<file path="config.mk">
export PLATFORM = sky130hd
export DESIGN_NAME = nibble_word_packer
export DESIGN_NICKNAME = d
export VERILOG_FILES = /design/src/rtl/nibble_word_packer.sv
export SDC_FILE = /design/constraint.sdc
export NUM_CORES = 1
export LEC_CHECK = 0
export ABC_CLOCK_PERIOD_IN_PS = 4450
export BUFFER_PORTS_ARGS = -buffer_cell sky130_fd_sc_hd__buf_4
export CORE_ASPECT_RATIO = 0.75
export CORE_UTILIZATION = 50
export DETAILED_ROUTE_END_ITERATION = 10
export GPL_ROUTABILITY_DRIVEN = 0
export PLACE_DENSITY = 0.71
export SYNTH_ARGS = -nofsm -noshare
export SYNTH_HDL_FRONTEND = slang
export SYNTH_SLANG_ARGS = --single-unit
</file>
<file path="constraint.sdc">
create_clock -name clka -period 4.45 [get_ports clka]
set_input_delay 0.89 -clock clka [delete_from_list [all_inputs] [get_ports clka]]
set_output_delay 0.89 -clock clka [all_outputs]
set_load 0.005 [all_outputs]
</file>
<file path="src/rtl/nibble_word_packer.sv">
// nibble_word_packer: packs NIBBLES 4-bit DO nibbles MSB-first into a word offered on a valid/ready port
// Ports:
//   clka, RESTART_N          clock, asynchronous active-low reset
//   DO, DO_VLD               incoming nibble and its qualifier
//   FLUSH                    emit the partial word, zero-padded in its low slots
//   CLR_OVF                  clear sticky OVF (a drop on the same edge wins)
//   WORD, WORD_CNT, WORD_PAR output word, real-nibble count, XOR of WORD bits
//   WORD_VLD, WORD_RDY       output handshake
//   OVF                      sticky: a nibble was dropped while a word was held
module nibble_word_packer #(
  parameter int NIBBLES = 4,
  parameter int CW = $clog2(NIBBLES + 1)
) (
  input  logic                 clka,
  input  logic                 RESTART_N,
  input  logic [3:0]           DO,
  input  logic                 DO_VLD,
  input  logic                 FLUSH,
  input  logic                 CLR_OVF,
  output logic [4*NIBBLES-1:0] WORD,
  output logic [CW-1:0]        WORD_CNT,
  output logic                 WORD_PAR,
  output logic                 WORD_VLD,
  input  logic                 WORD_RDY,
  output logic                 OVF
);
  localparam int W = 4 * NIBBLES;
  typedef enum logic [1:0] {A_EMPTY, A_FILL, A_FULL} state_t;
  state_t state_q, state_d;
  logic [W-1:0] asm_q, asm_d, asm_n, word_q, word_d;
  logic [CW-1:0] cnt_q, cnt_d, cnt_n, wcnt_q, wcnt_d;
  logic vld_q, vld_d, par_q, par_d, ovf_q, ovf_d;
  logic full, cap, done, free, drain, load;
  always_comb begin
    full = state_q == A_FULL;
    drain = vld_q & WORD_RDY;
    free = !vld_q | WORD_RDY;
    cap = DO_VLD & !full;
    asm_n = asm_q;
    for (int i = 0; i < NIBBLES; i++)
      if (cap && cnt_q == CW'(i)) asm_n[W-1-4*i -: 4] = DO;
    cnt_n = cnt_q + CW'(cap);
    // a nibble on the FLUSH edge is included first; FLUSH with nothing captured is a no-op
    done = !full & ((cnt_n == CW'(NIBBLES)) | (FLUSH & (cnt_n != '0)));
    // output loads either a just-completed word or the word held in A_FULL
    load = (done & free) | (full & drain);
    word_d = load ? (full ? asm_q : asm_n) : word_q;
    wcnt_d = load ? (full ? cnt_q : cnt_n) : wcnt_q;
    par_d = load ? ^word_d : par_q;
    vld_d = load | (vld_q & !WORD_RDY);
    state_d = load ? A_EMPTY : (full | done) ? A_FULL : (cnt_n == '0) ? A_EMPTY : A_FILL;
    asm_d = load ? '0 : asm_n;
    cnt_d = load ? '0 : cnt_n;
    ovf_d = (DO_VLD & full) | (ovf_q & !CLR_OVF);
  end
  always_ff @(posedge clka or negedge RESTART_N) begin
    if (!RESTART_N) begin
      state_q <= A_EMPTY;
      asm_q <= '0;
      cnt_q <= '0;
      word_q <= '0;
      wcnt_q <= '0;
      par_q <= 1'b0;
      vld_q <= 1'b0;
      ovf_q <= 1'b0;
    end else begin
      state_q <= state_d;
      asm_q <= asm_d;
      cnt_q <= cnt_d;
      word_q <= word_d;
      wcnt_q <= wcnt_d;
      par_q <= par_d;
      vld_q <= vld_d;
      ovf_q <= ovf_d;
    end
  end
  assign WORD = word_q;
  assign WORD_CNT = wcnt_q;
  assign WORD_PAR = par_q;
  assign WORD_VLD = vld_q;
  assign OVF = ovf_q;
endmodule

</file>
# Word level (Yosys, flattened, before mapping)
# Index checks and enable logic that the tools add are counted.
[totals]
regBits = 43
latch_bits = 0
mem_bits_rw = 0
rom_bits = 0
input_bits = 10
output_inout_bits = 22
wordCells = 53
mem_count = 0
[op_classes]
addsub = 1
multipliers = 0
div_mod_pow = 0
n_lt_le_gt_ge = 0
eq_ne = 5
shift = 0
muxes = 12
bitwise = 15
n_reduce_logical = 12
[op_table]
columns = ["op", "count"]
rows = [
  ["$mux 16", 3],
  ["$mux 4", 4],
  ["$reduce_xor 16->1", 1],
  ["$and 1x1->1", 9],
  ["$eq 3x2->1 const B", 2],
  ["$logic_not 3->1", 2],
  ["$mux 3", 2],
  ["$or 1x1->1", 6],
  ["$logic_and 1x1->1", 4],
  ["$logic_not 1->1", 4],
  ["$mux 2", 2],
  ["$add 3x1->3", 1],
  ["$eq 3x1->1 const B", 1],
  ["$eq 3x3->1 const B", 1],
  ["$reduce_bool 3->1", 1],
  ["$eq 2x2->1 const B", 1],
  ["$mux 1", 1],
]

# Logic depth before layout (Yosys ltp)
# Gate-level depths: netlist of the first run.
[logic_depth]
depth_word = 12
mapped_depth = 16
ltp_nobuf = 12

# Worst setup path before layout of the first run
# Ideal clock, no wire load.
[synth_path]
path_type = "input to register"
from = "input port DO_VLD"
to = "register par_q, in the netlist WORD_PAR"
setup_time_ps = 82
arrival_ps = 3580
required_time_ps = 4368
path_slack_ps = 788
path_stages = 12
n_path_buf = 1
cell_sequence = "and2_1 -> ha_1 -> ha_1 -> or2_4 -> o2111ai_4 -> buf_6 -> nand3_1 -> a211o_1 -> o211a_1 -> or4_4 -> a22o_1 -> a31oi_1"
[synth_via]
elab_chain_len = 10
word_cells_on_any_way = 20
cone_classes = "add/sub (1); eq/ne (1); mux (6); bitwise (6); reduce/logical (6)"
[synth_rtl]
columns = ["element", "line_no", "text"]
rows = [
  ["start: declaration", "17", "input logic DO_VLD,"],
  ["$and 1x1->1 (*)", "38", "cap = DO_VLD & !full;"],
  ["$add 3x1->3", "42", "cnt_n = cnt_q + CW'(cap);"],
  ["$reduce_bool 3->1", "44", "done = !full & ((cnt_n == CW'(NIBBLES)) | (FLUSH & (cnt_n != '0)));"],
  ["$and 1x1->1", "44", ""],
  ["$or 1x1->1", "44", ""],
  ["$and 1x1->1", "44", ""],
  ["$and 1x1->1", "46", "load = (done & free) | (full & drain);"],
  ["$or 1x1->1", "46", ""],
  ["$mux 16", "47", "word_d = load ? (full ? asm_q : asm_n) : word_q;"],
  ["$reduce_xor 16->1", "49", "par_d = load ? ^word_d : par_q;"],
  ["end signal: assignment", "72", "par_q <= par_d;"],
  ["end: declaration", "32", "logic vld_q, vld_d, par_q, par_d, ovf_q, ovf_d;"],
]
# Mark *: on every way between the ends. The rest lies on a longest branch, timed or not.
# A chain may end at the register's enable or synchronous reset.

# Worst setup path after layout of the first run
# Same ends and word-level chain as after synthesis.

==> results of run 1 <==
how the worst max path moves through the flow:
stage | endpoint | startpoint | cells past startpoint | slack, ns
after floorplan | WORD_PAR | DO_VLD | 12 | 0.79
after global placement | WORD_PAR | DO_VLD | 12 | 0.29
after detailed placement | WORD_PAR | DO_VLD | 12 | 0.15
after CTS | WORD_PAR | DO_VLD | 12 | 0.48
after global routing | WORD_PAR | DO_VLD | 12 | 0.26
final | WORD_PAR | DO_VLD | 12 | 0.43
stage by stage:
stage          utilization (%)  instance area (um2)  hold WS (ns)  std cells  power (mW)
6_report                  60.8                 2730         0.504        320        2.16
2_1_floorplan                -                 2360         0.473        235        1.52
4_1_cts                   60.8                 2730         0.507        320        2.16
3_3_place_gp              58.2                 2620         0.465        312        1.81
3_5_place_dp              58.2                 2620         0.488        312        1.83
5_1_grt                   60.8                 2730         0.571        320        2.31
worst max-delay path, delay by kind of cell:
kind,cells,cell delay [ns]
buf+inv,1,0.13
simple gates,2,0.68
compound gates,7,2.04
fa+ha+maj,2,0.49
power by group:
part	internal [mW]	switching (mW)	leakage (nW)
clock	0.182	0.139	0.0612
combinational	0.530	0.675	0.708
sequential	0.546	0.0902	0.574
cell usage after synthesis (all sizes together):
| master | instances |
|---|---|
| o22ai | 5 |
| nor2 | 6 |
| o31a | 4 |
| nor4 | 4 |
| clkbuf | 5 |
| o31ai | 12 |
| o211ai | 6 |
| o21a | 5 |
| a31oi | 3 |
| nor2b | 4 |
| o2111a | 1 |
| a22oi | 8 |
| and3 | 12 |
| a211oi | 7 |
| nand4 | 13 |
| ha | 2 |
| dfrtp | 43 |
| buf | 10 |
| o211a | 7 |
| xor2 | 2 |
| o21ai | 2 |
| nand3 | 9 |
| or4 | 1 |
| o21bai | 1 |
| nand2b | 5 |
| or2 | 10 |
| a211o | 6 |
| a22o | 5 |
| o2111ai | 1 |
| inv | 2 |
| nand2 | 18 |
| and2 | 2 |
| a21oi | 14 |
flip-flops by register name (all words and copies together) (netlist names):
name and cells:
OVF 1, WORD 16, WORD_CNT 3, WORD_PAR 1
WORD_VLD 1, asm_q 16, cnt_q 3, state_q 2
routing by layer:
| metal | global-route usage (%) | vias up |
|---|---|---|
| met3 | 5.04 | 5 |
| met2 | 37.1 | 47 |
| met4 | 5.87 | 0 |
| li1 | - | 967 |
| met1 | 34.7 | 980 |
| met5 | 0 | - |
cells by family (layout without fill, tap and decap cells):
family | after synthesis | in the layout | synth area share (%)
compound gates | 87 | 87 | 28.4
simple gates | 84 | 84 | 20.1
flops | 43 | 43 | 45.6
buf+inv | 17 | 45 | 3.76
fa+ha+maj | 2 | 2 | 1.06
xor+xnor | 2 | 2 | 1.06
layout make-up:
cell class | instances | area [um2]
sequential | 43 | 1080
multi-input combinational | 175 | 1200
tap | 57 | 71.3
clock inverter | 2 | 35.0
clock buffer | 6 | 82.6
inverter | 2 | 7.51
timing repair buffer | 35 | 263
fill | 385 | 1760
==> out/metrics.csv, run 1 <==
stage,metric,value,unit
worst_setup_path,crit_fanout,24,
timing,hold_viol,0,
timing,finalClockSkew,0.00528,ns
drt,top_layer_used,met4,
drt,num_vias,1999,
clocking,ctsLongestPathBuffers,2,
timing,slew_viol_final,0,
drt,ant_nets,0,
min_path,hold_path_class,flip-flop to flip-flop,
finish,antennaDiodeCount,0,
yosys,yosys.area.top_type,dfrtp_1,
worst_setup_path,end_kind,flip-flop,
clocking,cts.sinks,43,
worst_setup_path,rrSetupSlack,0.55,ns
placement,dp_hpwl,3910,um
finish,fin_nets,274,
worst_setup_path,cp_slowest_stage_delay,0.55,ns
yosys,yosys_register_bits,43,
drt,wl,5600,um
global_routing,overflow,0,
worst_setup_path,path_cells,buf_4 > and2_1 > ha_1 > ha_1 > o21bai_1 > o2111ai_4 > a22o_1 > a211oi_1 > a211oi_1 > or4_4 > a22o_1 > a31oi_1,
drt,drt-pass1-iter-count,4,
floorplanning,core_area,0.00449,mm2
yosys,syn-instance-count,235,
finish,area_growth,15.7,%
worst_setup_path,cp-start-kind,primary input,
timing,max-slew-margin-rel,43.9,%
floorplanning,die_h,61.5,um
min_path,hold_end,WORD_CNT[2],
timing,fmax,0.248,GHz
clocking,clk_pin_slew_worst_paths,0.08,ns
worst_setup_path,crit_arrival,4.25,ns
worst_setup_path,r2r-end,WORD_PAR,
finish,layout_commonest_cell,dfrtp_1,
yosys,synth_fp_nets,247,
flow_run,max_cap_viol_count,0,
global_routing,grt_pass1_wl,8910,um
timing,tns,0,ns
finish,layout_common_cells,"43 x dfrtp_1, 35 x buf_4, 18 x nand2_1",
floorplanning,die_area,0.00501,mm2
yosys,netlist_top_cells_area,"dfrtp_1 46%, o31ai_1 3.8%, nand4_1 3.4%, and3_1 3.2%, a21oi_1 3.0%",
clocking,cts_hold_buf,0,
yosys,yosysSeqAreaShare,45.6,%
min_path,min_from,WORD_CNT[2],
timing,post-route-period-util,90.4,%
finish,drive_above_1_share,22.4,%
clocking,htreeDepth,2,
drt,dr_wl_met2,2510,um
drt,drt_iter0_markers,146,
floorplanning,ios,32,
global_routing,grt_usage,24.1,%
yosys,syn_area_per_cell,10.1,um2
power,power.density,791,mW/mm2
placement,port_buffers,31,
power,leakage,1.34,nW
global_routing,antenna_found_initial,0,
floorplanning,rows,21,
worst_setup_path,rr_startpoint,state_q[0],
yosys,ys_warn_count,0,
timing,finalSetupViolCount,0,
placement,pre_cts_ws,0.153,ns
clocking,post_cts_resized,0,
yosys,synth_area,0.00236,mm2
worst_setup_path,reg2reg_depth,12,
clocking,clockRootBuffer,clkbuf_8,
clocking,cts_setup_buffers,0,
floorplanning,die_w,81.4,um
clocking,cts_buffers,5,
worst_setup_path,path_class,primary input to flip-flop,
drt,wl_met3,232,um
timing,fin_ws,0.426,ns
global_routing,grt_pass1_vias,1850,
status,status,"complete, no violations",
timing,tightest_slew,0.840,ns
timing,fin_crit,4.02,ns
yosys,synth_cell_types,41,
drt,routedWlPerCell,17.5,um
drt,wl_met1,2810,um
global_routing,grt_max_degree,44,
drt,drc,0,
worst_setup_path,cp_slowest_cell,or4_4,
timing,rsz0062_at_grt,false,
min_path,hold-path-cell-count,2,
drt,via_per_inst,6.25,
yosys,synth_top_area_share,45.6,%
power,ir_drop,473,uV
clocking,clk_latency,0.30,ns
worst_setup_path,worstPathRequired,4.67,ns
floorplanning,start_util,52.6,%
clocking,cts_tree,built,
No activity file was read; power rests on OpenSTA's default activity.
==> run 2: changes to the inputs <==
Settings changed: CORE_ASPECT_RATIO 0.75 to 1.5.
==> run 2 against run 1 <==
  * Die area barely moved
  * Register-to-register slack better by 0.06 ns
  * Cell count increased by 3.1%
  * Clock power increased by 14%
  * Total power grew 2.8%
  * Via count increased by 3.6%
  * First-iteration DRC count shrank 62%
  * Sequential power down 0.6%
  * Sequential share of layout area shrank 0.71 points
  * Critical path type unchanged
  * Critical endpoint unchanged
  * Largest cell class unchanged
==> out/metrics.csv, run 2 (synthesis gave the netlist of run 1 again) <==
stage,metric,value,unit,change
status,status,"complete, no violations",,
clocking,clockRootBuffer,clkbuf_8,,
drt,drt_iter0_markers,55,,-62%
drt,drc,0,,unchanged
clocking,cts.sinks,43,,unchanged
drt,routedWlPerCell,16.8,um,-4.2%
worst_setup_path,r2r-end,WORD_PAR,,
floorplanning,core_area,0.00454,mm2,+1.1%
finish,fin_nets,277,,+1.1%
drt,drt-pass1-iter-count,4,,unchanged
timing,tightest_slew,0.669,ns,-0.171 ns
drt,ant_nets,0,,unchanged
placement,placed_area,0.00265,mm2,+1.2%
power,power.density,798,mW/mm2,+0.90%
drt,wl_met3,166,um,-28%
power,leakage,1.36,nW,+1.3%
timing,max-slew-margin-rel,55.4,%,+12 points
finish,final_cells,330,,+3.1%
timing,finalSetupViolCount,0,,unchanged
drt,wl_met1,2410,um,-14%
worst_setup_path,critical_path_depth,12,,unchanged
clocking,post_cts_resized,0,,unchanged
timing,finalClockSkew,0.00963,ns,+0.00435 ns
timing,slew_viol_final,0,,unchanged
floorplanning,die_h,86.2,um,+40%
worst_setup_path,worstPathRequired,4.67,ns,about the same
timing,rsz0062_at_grt,false,,
drt,dr_wl_met2,2890,um,+15%
power,ir_drop,347,uV,-27%
floorplanning,die_area,0.00501,mm2,about the same
floorplanning,rows,30,,+43%
clocking,clk_pin_slew_worst_paths,0.09,ns,about the same
global_routing,grt_usage,23.4,%,-0.70 points
floorplanning,die_w,58.1,um,-29%
flow_run,max_cap_viol_count,0,,unchanged
clocking,cts_buffers,5,,unchanged
timing,hold_viol,0,,unchanged
timing,fin_ws,0.451,ns,+0.0251 ns
timing,fmax,0.250,GHz,+0.63%
finish,layout_commonest_cell,dfrtp_1,,
worst_setup_path,cpLargestDelayFamily,compound AO/OA/AOI/OAI gates,,
worst_setup_path,cp_slowest_cell,o2111ai_4,,
floorplanning,start_util,52.0,%,-0.56 points
timing,tns,0,ns,unchanged
global_routing,antenna_found_initial,0,,unchanged
placement,placed_cells,322,,+3.2%
drt,num_vias,2071,,+3.6%
worst_setup_path,path_class,primary input to flip-flop,,
worst_setup_path,path_cells,buf_4 > and2_1 > ha_1 > ha_1 > or2_4 > o2111ai_4 > nand3_1 > a211oi_1 > a211oi_1 > or4_4 > a22o_1 > a31oi_1,,
clocking,cts_hold_buf,0,,unchanged
placement,dp_hpwl,3780,um,-3.1%
clocking,cts_setup_buffers,0,,unchanged
drt,via_per_inst,6.28,,+0.46%
min_path,hold_path_class,flip-flop to flip-flop,,
drt,wl,5530,um,-1.2%
worst_setup_path,cp-startpoint,DO_VLD,,
power,power,2.22,mW,+2.8%
worst_setup_path,rr_startpoint,state_q[0],,
worst_setup_path,reg2reg_depth,12,,unchanged
drt,top_layer_used,met4,,
global_routing,overflow,0,,unchanged
worst_setup_path,rrSetupSlack,0.61,ns,+0.06 ns
global_routing,grt_pass1_wl,9100,um,+2.2%
placement,pre_cts_ws,0.182,ns,+0.0290 ns
worst_setup_path,crit_fanout,24,,unchanged
worst_setup_path,crit_path_end,WORD_PAR,,
global_routing,grt_max_degree,44,,unchanged
clocking,cts_tree,built,,
clocking,clk_latency,0.30,ns,about the same
finish,design_area,0.00278,mm2,+1.8%
finish,antennaDiodeCount,0,,unchanged
clocking,htreeDepth,2,,unchanged
worst_setup_path,end_kind,flip-flop,,
worst_setup_path,worst-path-buf-inv,1,,unchanged
clocking,ctsLongestPathBuffers,2,,unchanged
timing,fin_crit,4.00,ns,-0.0251 ns
timing,post-route-period-util,89.9,%,-0.56 points
floorplanning,ios,32,,unchanged
finish,drive_above_1_share,23.3,%,+0.87 points
finish,area_growth,17.8,%,
worst_setup_path,crit_arrival,4.22,ns,-0.03 ns
global_routing,grt_pass1_vias,1961,,+6.0%
worst_setup_path,cp_slowest_stage_delay,0.57,ns,+0.02 ns
finish,layout_common_cells,"43 x dfrtp_1, 38 x buf_4, 18 x nand2_1",,
placement,port_buffers,31,,unchanged
worst_setup_path,cp-start-kind,primary input,,
-- run 2: changes by cell type in the layout (fill, tap and decap cells not counted), sizes merged --
cell	change
buf	+3
bufinv	+1
clkbuf	-1
clkinv	-1
clkinvlp	+1
-- run 2: layout make-up --
type	instances	area, um2
Inverter	2	7.51
Timing Repair Buffer	38	285
Fill cell	395	1760
Clock buffer	5	68.8
Tap cell	64	80.1
Clock inverter	3	67.6
Multi-Input combinational cell	175	1200
Sequential cell	43	1080
-- run 2: how the worst min path moves through the flow --
stage | start | endpoint | depth (start not counted)
final | WORD_CNT[2] | WORD_CNT[2] | 2
after detailed placement | WORD_CNT[2] | WORD_CNT[2] | 2
after global placement | WORD_CNT[2] | WORD_CNT[2] | 2
after floorplan | WORD_CNT[2] | WORD_CNT[2] | 2
after CTS | WORD_CNT[2] | WORD_CNT[2] | 2
after global routing | WORD_CNT[2] | WORD_CNT[2] | 2
-- run 2: layer usage --
layer	vias up	GRT usage, %
met5	-	0
met4	0	7.79
met3	8	3.73
met2	45	42.0
met1	1045	28.0
li1	973	-
-- run 2: through the flow --
step	utilization [%]	hold slack, ns
6_report	61.3	0.495
5_1_grt	61.3	0.553
4_1_cts	61.3	0.501
3_5_place_dp	58.3	0.482
3_3_place_gp	58.3	0.468
2_1_floorplan	-	0.473
-- run 2: worst reg2reg max path: stages, from the launching register on --
cell and delay (ns):
dfrtp_1 0.37, nand2b_1 0.16, and2_1 0.16, ha_1 0.17, ha_1 0.32, or2_4 0.29
o2111ai_4 0.58, nand3_1 0.24, a211oi_1 0.40, a211oi_1 0.12, or4_4 0.55, a22o_1 0.24
a31oi_1 0.15
-- run 2: where the power goes --
group          total [mW]  leakage [nW]  switching [mW]  internal, mW
Sequential          0.632         0.574          0.0866         0.545
Clock               0.366        0.0644           0.142         0.224
Combinational        1.22         0.722           0.677         0.546
Total                2.22          1.36           0.905          1.32
